File: config.mk
export PLATFORM = sky130hd
export DESIGN_NAME = display_scan_driver
export DESIGN_NICKNAME = d
export VERILOG_FILES = /design/src/rtl/seg_pkg.sv /design/src/rtl/bcd_to_seg.sv /design/src/rtl/display_scan_driver.sv
export SDC_FILE = /design/constraint.sdc
export NUM_CORES = 1
export LEC_CHECK = 0
export CAP_MARGIN = 20
export CORE_MARGIN = 2
export CORE_UTILIZATION = 30
export CTS_CLUSTER_SIZE = 12
export DETAILED_ROUTE_END_ITERATION = 10
export DONT_BUFFER_PORTS = 1
export GPL_TIMING_DRIVEN = 1
export SLEW_MARGIN = 20
export SYNTH_ARGS = -nofsm -noshare
export SYNTH_HDL_FRONTEND = slang
export SYNTH_HIERARCHICAL = 1
export SYNTH_SLANG_ARGS = --single-unit
File: constraint.sdc
create_clock -name clk -period 2.6 [get_ports clk]
set_input_delay 0.39 -clock clk [delete_from_list [all_inputs] [get_ports clk]]
set_output_delay 0.39 -clock clk [all_outputs]
set_load 0.05 [all_outputs]
File: src/rtl/seg_pkg.sv
// Shared types and constants for the display scan driver: conversion FSM states,
// active-low segment patterns and the double-dabble step.
package seg_pkg;

  typedef enum logic [1:0] {StIdle, StShift, StDone} conv_state_e;

  // Segment order {g,f,e,d,c,b,a}, active-low.
  localparam logic [6:0] SEG_BLANK = 7'h7F;
  localparam logic [6:0] SEG_0     = 7'b1000000;
  localparam logic [6:0] SEG_1     = 7'b1111001;
  localparam logic [6:0] SEG_2     = 7'b0100100;
  localparam logic [6:0] SEG_3     = 7'b0110000;
  localparam logic [6:0] SEG_4     = 7'b0011001;
  localparam logic [6:0] SEG_5     = 7'b0010010;
  localparam logic [6:0] SEG_6     = 7'b0000010;
  localparam logic [6:0] SEG_7     = 7'b1111000;
  localparam logic [6:0] SEG_8     = 7'b0000000;
  localparam logic [6:0] SEG_9     = 7'b0010000;

  localparam logic [3:0] ANODE_OFF = 4'hF;

  // Nibble fed to the decoder to force a blank position.
  localparam logic [3:0] NIB_BLANK = 4'hF;

  // One double-dabble iteration: +3 on each BCD nibble >= 5, then shift left by one.
  function automatic logic [19:0] dabble_step(input logic [19:0] s);
    logic [19:0] t;
    t = s;
    if (t[19:16] >= 4'd5) t[19:16] = t[19:16] + 4'd3;
    if (t[15:12] >= 4'd5) t[15:12] = t[15:12] + 4'd3;
    if (t[11:8]  >= 4'd5) t[11:8]  = t[11:8]  + 4'd3;
    return {t[18:0], 1'b0};
  endfunction

endpackage

File: src/rtl/bcd_to_seg.sv
// Combinational BCD nibble to active-low seven-segment pattern; values above 9 blank.
module bcd_to_seg
  import seg_pkg::*;
(
  input  logic [3:0] nibble,
  output logic [6:0] seg
);

  always_comb begin
    seg = SEG_BLANK;
    case (nibble)
      4'd0:    seg = SEG_0;
      4'd1:    seg = SEG_1;
      4'd2:    seg = SEG_2;
      4'd3:    seg = SEG_3;
      4'd4:    seg = SEG_4;
      4'd5:    seg = SEG_5;
      4'd6:    seg = SEG_6;
      4'd7:    seg = SEG_7;
      4'd8:    seg = SEG_8;
      4'd9:    seg = SEG_9;
      default: seg = SEG_BLANK;
    endcase
  end

endmodule

File: src/rtl/display_scan_driver.sv
// Binary-to-BCD conversion (one bit per clock) and 4-position multiplexed 7-seg scanning.
// Optional LEADING_ZERO_BLANK_EN blanks leading zero hundreds/tens digits.
module display_scan_driver
  import seg_pkg::*;
#(
  parameter int unsigned REFRESH_DIV = 50000
) (
  input  logic       clk,
  input  logic       clear_n,
  input  logic       load,
  input  logic [7:0] value,
  output logic       busy,
  output logic [6:0] digit,
  output logic [3:0] display
);

  localparam logic [15:0] CntMax = 16'(REFRESH_DIV - 1);

  conv_state_e state_q, state_d;
  logic [19:0] shift_q, shift_d;
  logic [2:0]  iter_q, iter_d;
  logic [11:0] bcd_q, bcd_d;

  logic [15:0] cnt_q, cnt_d;
  logic [1:0]  idx_q, idx_d;
  logic [6:0]  digit_q;
  logic [3:0]  display_q, display_d;
  logic [3:0]  nib;
  logic [6:0]  seg_pat;

  // Conversion FSM: state register.
  always_ff @(posedge clk) begin
    if (!clear_n) begin
      state_q <= StIdle;
      shift_q <= '0;
      iter_q  <= '0;
      bcd_q   <= '0;
    end else begin
      state_q <= state_d;
      shift_q <= shift_d;
      iter_q  <= iter_d;
      bcd_q   <= bcd_d;
    end
  end

  // Conversion FSM: next state. A load in any state restarts from the new value.
  always_comb begin
    state_d = state_q;
    shift_d = shift_q;
    iter_d  = iter_q;
    bcd_d   = bcd_q;
    if (load) begin
      state_d = StShift;
      shift_d = {12'b0, value};
      iter_d  = '0;
    end else begin
      unique case (state_q)
        StIdle: ;
        StShift: begin
          shift_d = dabble_step(shift_q);
          if (iter_q == 3'd7) begin
            state_d = StDone;
          end else begin
            iter_d = iter_q + 3'd1;
          end
        end
        StDone: begin
          bcd_d   = shift_q[19:8];
          state_d = StIdle;
        end
        default: state_d = StIdle;
      endcase
    end
  end

  // Conversion FSM: outputs.
  always_comb begin
    busy = (state_q != StIdle);
  end

  // Scanner: refresh counter and slot index.
  always_comb begin
    if (cnt_q == CntMax) begin
      cnt_d = '0;
      idx_d = idx_q + 2'd1;
    end else begin
      cnt_d = cnt_q + 16'd1;
      idx_d = idx_q;
    end
  end

  always_comb begin
    nib       = NIB_BLANK;
    display_d = ANODE_OFF;
    unique case (idx_q)
      2'd0: begin
        nib       = bcd_q[3:0];
        display_d = 4'b1110;
      end
      2'd1: begin
`ifdef LEADING_ZERO_BLANK_EN
        nib       = (bcd_q[11:4] == 8'd0) ? NIB_BLANK : bcd_q[7:4];
`else
        nib       = bcd_q[7:4];
`endif
        display_d = 4'b1101;
      end
      2'd2: begin
`ifdef LEADING_ZERO_BLANK_EN
        nib       = (bcd_q[11:8] == 4'd0) ? NIB_BLANK : bcd_q[11:8];
`else
        nib       = bcd_q[11:8];
`endif
        display_d = 4'b1011;
      end
      2'd3: begin
        nib       = NIB_BLANK;
        display_d = 4'b0111;
      end
      default: ;
    endcase
  end

  bcd_to_seg u_bcd_to_seg (
    .nibble (nib),
    .seg    (seg_pat)
  );

  always_ff @(posedge clk) begin
    if (!clear_n) begin
      cnt_q     <= '0;
      idx_q     <= '0;
      digit_q   <= SEG_BLANK;
      display_q <= ANODE_OFF;
    end else begin
      cnt_q     <= cnt_d;
      idx_q     <= idx_d;
      digit_q   <= seg_pat;
      display_q <= display_d;
    end
  end

  assign digit   = digit_q;
  assign display = display_q;

endmodule
==> metrics.cfg, run 1 <==
[yosys]
syn_avg_cell_area_um2=9.15
ys_seq_elements=66
yosysTopAreaCell=dfxtp_1
syn-num-nets=375
ys_seq_area_frac=0.418
synth_top_area_frac=0.418
yosys-top-cells-area=dfxtp_1 42%, ha_1 7.5%, nand2_1 5.9%
yosys_warnings=6
syn_area_um2=3160
synthesis.instances=345
yosysUniqueCellTypes=42

[routing]
vias=2139
ant_nets=0
drt-pass1-iter-count=4
drt_iter0_markers=50
wl_per_cell_um=11.0
routed_via_density=4.43
drc=0
wirelength_mm=5.31

[floorplan]
core_region_area_um2=10300
fp.dieW_um=107
ios=23
dieArea_um2=11400
die_h_um=107
start_util=0.307
rows=37

[clock_network]
cts.sinks=66
clk-insertion-delay-late_ns=0.34
root_buffer=clkbuf_8
clk_pin_slew_ns=0.07
cts_hold_buf=0
cts_buffers=9
cts_setup_buffers=0
cts_resized=0
h-tree-depth=3
cts_tree=yes
cts_buffer_depth=2

[place]
hpwl_mm=3.87
gpl.final_weighted_congestion=0.828
portBuffers=0
placed_cells=468
place_ws_ns=0.357

[sta]
max_freq_ghz=0.444
layout_min_cycle_time_ns=2.25
setup_viol=0
tightest_slew_ns=0.852
fin_crit_sh=0.866
hold_viol=0
skew_ns=0.00664
fin_tns_setup_ns=0
rsz0062_at_grt=no
relSlewSlack=0.432
drv_slew=0
setup_slack_ns=0.348

[job]
drv_cap=0

[critical_path]
r2r_cells=9
worstPathRequired_ns=2.84
startpoint_type=register
cp.arrival_ns=2.49
worstPathMaxFanout=5
critPathLaunch=idx_q[0]$_SDFFE_PN0N_
path_class=reg -> reg
endpoint_kind=register
r2r_start=idx_q[0]$_SDFFE_PN0N_

[power_and_ir_drop]
leakage_uw=0.00130
power_density_nw_per_um2=559
ir_worst_vdd_v=0.000251

[global_routing]
grt_pass1_wl_mm=9.45
gr-usage-all-layers=0.102
grt_overflow=0
antenna_found_initial=0
grt_max_degree=39
grt_pass1_vias=2088

[min_path]
min-delay-start=clear_n
hp-class=in -> reg
hold_depth=1

[final_layout]
drive_above_1_share=0.118
area_growth_pct=9.03
finalNonFillerCells=483
diodes=0
nets=373

[status]
status=finished clean

[synthesized netlist by cell type]
cell and instances:
nor2b_1 1, nand4_4 1, and4bb_1 1, nor2_1 15
a221o_1 4, ha_1 19, mux2i_1 11, or2_2 1
buf_6 1, buf_8 1, o21a_1 1, nand4_1 2
nand2_1 50, nand2b_1 14, buf_2 5, inv_1 15
o21ai_0 17, o21ai_1 3, clkbuf_1 5, mux2_2 4
nor4bb_1 1, nor3_4 1, and2b_1 1, dfxtp_1 66
xor2_1 5, a21oi_1 16, a21boi_0 12, buf_1 1
nor3_1 4, nand4_2 1, nor4b_2 1, or2_1 1
nand3_1 9, nand2_2 1, xnor2_1 16, and3_1 2
or3_1 2, nor4_2 4, a22o_1 6, and2_1 12
nor2_4 1, nor2_2 11
[report_power, final]
| group | internal [µW] | switching (µW) |
|---|---|---|
| clock | 442 | 360 |
| combinational | 26.4 | 36.3 |
| sequential | 1030 | 31.7 |
[metrics by stage]
stage	hold WS, ns	util	power [µW]	area, µm²
after floorplan	0.431	-	1150	3160
after detailed placement	0.443	0.317	1150	3250
after global placement	0.440	0.317	1150	3250
after CTS	0.117	0.335	1960	3440
final	0.143	0.335	1930	3440
after global routing	0.119	0.335	2010	3440
[metal layers]
metal	up-vias	share of wire	global-route usage
met4	0	0.018	0.0399
met3	10	0.047	0.0347
met2	31	0.43	0.161
met5	-	0	0
met1	950	0.50	0.130
li1	1148	-	-
[critical path, cell delays in order (launching register included)]
cell and delay [ns]:
dfxtp_1 0.42, inv_1 0.09, ha_1 0.26, a221o_1 0.35, mux2_2 0.30, ha_1 0.19
or2_1 0.21, a21oi_1 0.14, nor2_1 0.04, nand2b_1 0.13
[registers in the layout, summed over array words and instances, names as in the netlist]
signal	count
idx_q	2
display	4
shift_q	20
state_q	2
cnt_q	16
bcd_q	12
digit	7
iter_q	3
[logic make-up after synthesis]
logic type                 Yosys count  share of synthesized area
and+or+nand+nor                    137                      0.240
muxes                               15                     0.0491
adders and majority gates           19                     0.0753
AOI/OAI and AO/OA                   59                      0.117
buffers and inverters               28                     0.0412
xor gates and xnor gates            21                     0.0582
DFF                                 66                      0.418
[cell usage in the layout, fill, tap and decap left out, drive strengths merged]
master	synthesis	layout
a21boi	12	12
a21oi	16	16
a221o	4	4
a22o	6	6
and2	12	12
and2b	1	1
and3	2	2
and4bb	1	1
clkbuf	5	13
clkinv	0	2
dfxtp	66	66
ha	19	19
inv	15	15
mux2	4	4
mux2i	11	11
nand2	51	51
nand2b	14	14
nand3	9	9
nand4	4	4
nor2	27	27
nor2b	1	1
nor3	5	5
nor4	4	4
nor4b	1	1
nor4bb	1	1
o21a	1	1
o21ai	20	20
or2	2	2
or3	2	2
xnor2	16	16
xor2	5	5
[path summary, 6_finish.rpt]
check	slack (ns)	endpoint
worst max register to register	0.35	digit[3]$_SDFF_PN1_
worst max-delay path	0.35	digit[3]$_SDFF_PN1_
worst min register to register	0.45	shift_q[8]$_SDFFE_PP0P_
worst min-delay path	0.14	digit[3]$_SDFF_PN1_
[layout make-up]
cell class                 count  area, µm²
fill                        1115       6830
multi-input combinational    251       1710
sequential                    66       1320
clock buffer                  13        179
tap                          136        170
inverter                      15       56.3
clock inverter                 2       10.0
Note: power is estimated with default switching activity, not from simulation.
==> run 2: changes to the inputs <==
Settings changed: GPL_TIMING_DRIVEN 1 to 0.
==> metrics.cfg, run 2 (synthesis gave the netlist of run 1 again) <==
[final_layout]
layout_commonest_cell=dfxtp_1
largest_reg_flops=20
final_cell_mix=66 x dfxtp_1, 50 x nand2_1, 19 x ha_1, 17 x o21ai_0
nets=386
fillers=1084
regMostFlops=shift_q
drive_above_1_share=0.127
area_growth_pct=10.6
diodes=0
top_regs=shift_q x20, cnt_q x16, bcd_q x12

[sta]
hold_viol=0
layout_min_cycle_time_ns=2.31
max_freq_ghz=0.432
drv_slew=0
relSlewSlack=0.674
tightest_slew_ns=0.488
fin_crit_sh=0.890
hold_slack_ns=0.272
setup_slack_ns=0.285
setup_viol=0
fin_tns_setup_ns=0
skew_ns=0.00676
rsz0062_at_grt=no

[global_routing]
antenna_found_initial=0
grt_overflow=0
gr-usage-all-layers=0.110
grt_pass1_wl_mm=10.0
grt_max_degree=11
grt_pass1_vias=2178

[routing]
ant_nets=0
drt_iter0_markers=68
wl_per_cell_um=11.7
routed_via_density=4.54
wirelength_mm=5.81
vias=2257
drc=0
drt-pass1-iter-count=4

[min_path]
hp-class=in -> reg

[floorplan]
core_region_area_um2=10300
dieArea_um2=11400
fp.dieW_um=107
die_h_um=107
start_util=0.307
ios=23
rows=37

[critical_path]
worstPathRequired_ns=2.82
worstPathMaxFanout=5
startpoint_type=register
cp.arrival_ns=2.53
endpoint_kind=register
path_class=reg -> reg

[power_and_ir_drop]
leakage_uw=0.00133
power_density_nw_per_um2=538
ir_worst_vdd_v=0.000193

[clock_network]
clk-insertion-delay-late_ns=0.34
root_buffer=clkbuf_8
clk_pin_slew_ns=0.07
cts_hold_buf=0
cts_buffer_depth=2
cts_setup_buffers=0
h-tree-depth=3
cts.sinks=66
cts_buffers=9
cts_tree=yes
cts_resized=0

[status]
status=finished clean

[place]
portBuffers=0
place_ws_ns=0.303
hpwl_mm=4.31
gpl.final_weighted_congestion=0.826

[job]
drv_cap=0

-- run 2: cell types whose count changed in the layout (fill, tap and decap cells not counted) --
cell      change
buf_1         +1
buf_2         +5
buf_6         +1
buf_8         +1
clkbuf_1      +8
clkbuf_8      -3
clkinv_2      +1
-- run 2: area by class of cell --
cell class	instances	area, µm²	share of cell area
Buffer	13	73.8	0.0211
Clock buffer	13	149	0.0426
Clock inverter	3	15.0	0.00430
Inverter	15	56.3	0.0161
Multi-Input combinational cell	251	1710	0.489
Sequential cell	66	1320	0.378
Tap cell	136	170	0.0487
-- run 2: per-layer routing --
layer	track usage	wire length, µm	vias to the layer above
met2	0.171	2600	41
met4	0.0455	78	0
met5	0	0	-
li1	-	-	1182
met3	0.0413	362	8
met1	0.138	2770	1026
-- run 2: critical path: stages, from the launching register on --
cell      delay [ns]
dfxtp_1         0.42
inv_1           0.09
ha_1            0.26
a221o_1         0.36
mux2_2          0.30
ha_1            0.19
or2_1           0.22
a21oi_1         0.15
nor2_1          0.05
nand2b_1        0.13
-- run 2: per-stage QoR --
step           total power [µW]  instance area, µm²   util  cells
2_1_floorplan              1150                3160      -    345
3_3_place_gp               1170                3330  0.324    481
3_5_place_dp               1170                3330  0.324    481
4_1_cts                    1910                3490  0.340    497
5_1_grt                    1960                3490  0.340    497
6_report                   1880                3490  0.340    497
-- run 2: path summary, 6_finish.rpt --
check                              from                       to  slack, ns  depth (start not counted)
setup reg to reg  idx_q[0]$_SDFFE_PN0N_      digit[3]$_SDFF_PN1_       0.29                          9
hold reg to reg   bcd_q[5]$_SDFFE_PN0P_    bcd_q[5]$_SDFFE_PN0P_       0.47                          2
hold / removal                 value[3]  shift_q[3]$_SDFFE_PN0P_       0.27                          3
setup / recovery  idx_q[0]$_SDFFE_PN0N_      digit[3]$_SDFF_PN1_       0.29                          9
-- run 2: power breakdown --
group	leakage [µW]	internal, µW	switching, µW
sequential	0.000537	1030	32.0
combinational	0.000702	32.1	52.1
clock	0.0000872	368	365
==> run 3: changes to the inputs <==
Settings changed: CORE_UTILIZATION 30 to 35.
==> metrics.cfg, run 3 (synthesis gave the netlist of run 1 again) <==
[status]
status=finished clean

[global_routing]
grt_use_met3=0.0426
use_met1=0.169
antenna_found_initial=0
grt_overflow=0
grt_pass1_vias=2151
grt_max_degree=11
grt.busiest_layer=met2
gr-usage-all-layers=0.129
met2_usage=0.199
grt_pass1_wl_mm=10.2

[floorplan]
ios=23
fp.dieW_um=99.0
rows=34
die_h_um=99.0
dieArea_um2=9800
start_util=0.362
core_region_area_um2=8720

[sta]
rsz0062_at_grt=no
setup_viol=0
max_freq_ghz=0.426
hold_viol=0
fin_tns_setup_ns=0
relSlewSlack=0.667
skew_ns=0.0103
hold_slack_ns=0.267
layout_min_cycle_time_ns=2.35
fin_crit_sh=0.904
drv_slew=0
tightest_slew_ns=0.498

[critical_path]
endpoint_kind=register
cp.arrival_ns=2.56
path_class=reg -> reg
worstPathMaxFanout=5
r2r_slack_ns=0.25
startpoint_type=register
worstPathRequired_ns=2.81

[job]
drv_cap=0

[routing]
routed_via_density=4.79
drt_iter0_markers=46
ant_nets=0
drt-pass1-iter-count=4
wl_per_cell_um=12.2
vias=2245
wirelength_mm=5.71
drc=0

[final_layout]
fillers=881
top_regs=shift_q x20, cnt_q x16, bcd_q x12
largest_reg_flops=20
finalNonFillerCells=469
regMostFlops=shift_q
fin_area_um2=3490
area_growth_pct=10.5
nets=386
seqCellArea_um2=1320
drive_above_1_share=0.127
diodes=0
layout_commonest_cell=dfxtp_1
multi_input_area_um2=1710
final_cell_mix=66 x dfxtp_1, 50 x nand2_1, 19 x ha_1, 17 x o21ai_0

[power_and_ir_drop]
power_density_nw_per_um2=576
leakage_uw=0.00134
total_power_uw=2010
ir_worst_vdd_v=0.000303

[clock_network]
cts_buffers=9
clk_pin_slew_ns=0.07
clk-insertion-delay-late_ns=0.34
cts_hold_buf=0
cts_buffer_depth=2
cts_tree=yes
root_buffer=clkbuf_8
cts_setup_buffers=0
h-tree-depth=3
cts_resized=0
cts.sinks=66

[min_path]
hp-class=in -> reg

[place]
placed_cells=453
hpwl_mm=4.19
gpl.final_weighted_congestion=0.795
portBuffers=0
placed_area_um2=3290

run 3: cell types whose count changed in the layout (fill, tap and decap cells not counted):
cell and delta:
clkbuf_8 +1, bufinv_16 +1, clkinv_2 -2
run 3: worst max-delay path: stages (launching register included):
cell and delay [ns]:
dfxtp_1 0.43, inv_1 0.10, ha_1 0.27, a221o_1 0.36, mux2_2 0.31, ha_1 0.21
or2_1 0.22, a21oi_1 0.14, nor2_1 0.05, nand2b_1 0.14
run 3: final cells by class:
type / instances / area share
tap: 108 / 0.0387
multi-input combinational: 251 / 0.489
buffer: 13 / 0.0211
clock buffer: 14 / 0.0466
inverter: 15 / 0.0161
clock inverter: 2 / 0.0100
sequential: 66 / 0.378
run 3: through the flow:
| stage | utilization | setup WS, ns |
|---|---|---|
| finish | 0.400 | 0.250 |
| global route | 0.400 | 0.0918 |
| global placement | 0.378 | 0.314 |
| detailed placement | 0.378 | 0.300 |
| floorplan | - | 0.465 |
| CTS | 0.400 | 0.253 |
run 3: per-layer routing:
layer	wire (µm)	share of wire	up-vias
li1	-	-	1180
met1	2870	0.50	1024
met2	2520	0.44	32
met3	241	0.042	9
met4	81	0.014	0
met5	0	0	-
run 3: path summary, 6_finish.rpt:
| path | from | endpoint | depth (start not counted) |
|---|---|---|---|
| max | idx_q[0]$_SDFFE_PN0N_ | digit[3]$_SDFF_PN1_ | 9 |
| min | value[7] | shift_q[7]$_SDFFE_PN0P_ | 3 |
| max reg2reg | idx_q[0]$_SDFFE_PN0N_ | digit[3]$_SDFF_PN1_ | 9 |
| min reg2reg | bcd_q[2]$_SDFFE_PN0P_ | bcd_q[2]$_SDFFE_PN0P_ | 2 |
run 3: power by group:
| group | internal (µW) | switching [µW] | total (µW) |
|---|---|---|---|
| Sequential | 1030 | 31.9 | 1060 |
| Combinational | 32.2 | 51.6 | 83.7 |
| Clock | 495 | 371 | 866 |
| Total | 1560 | 454 | 2010 |
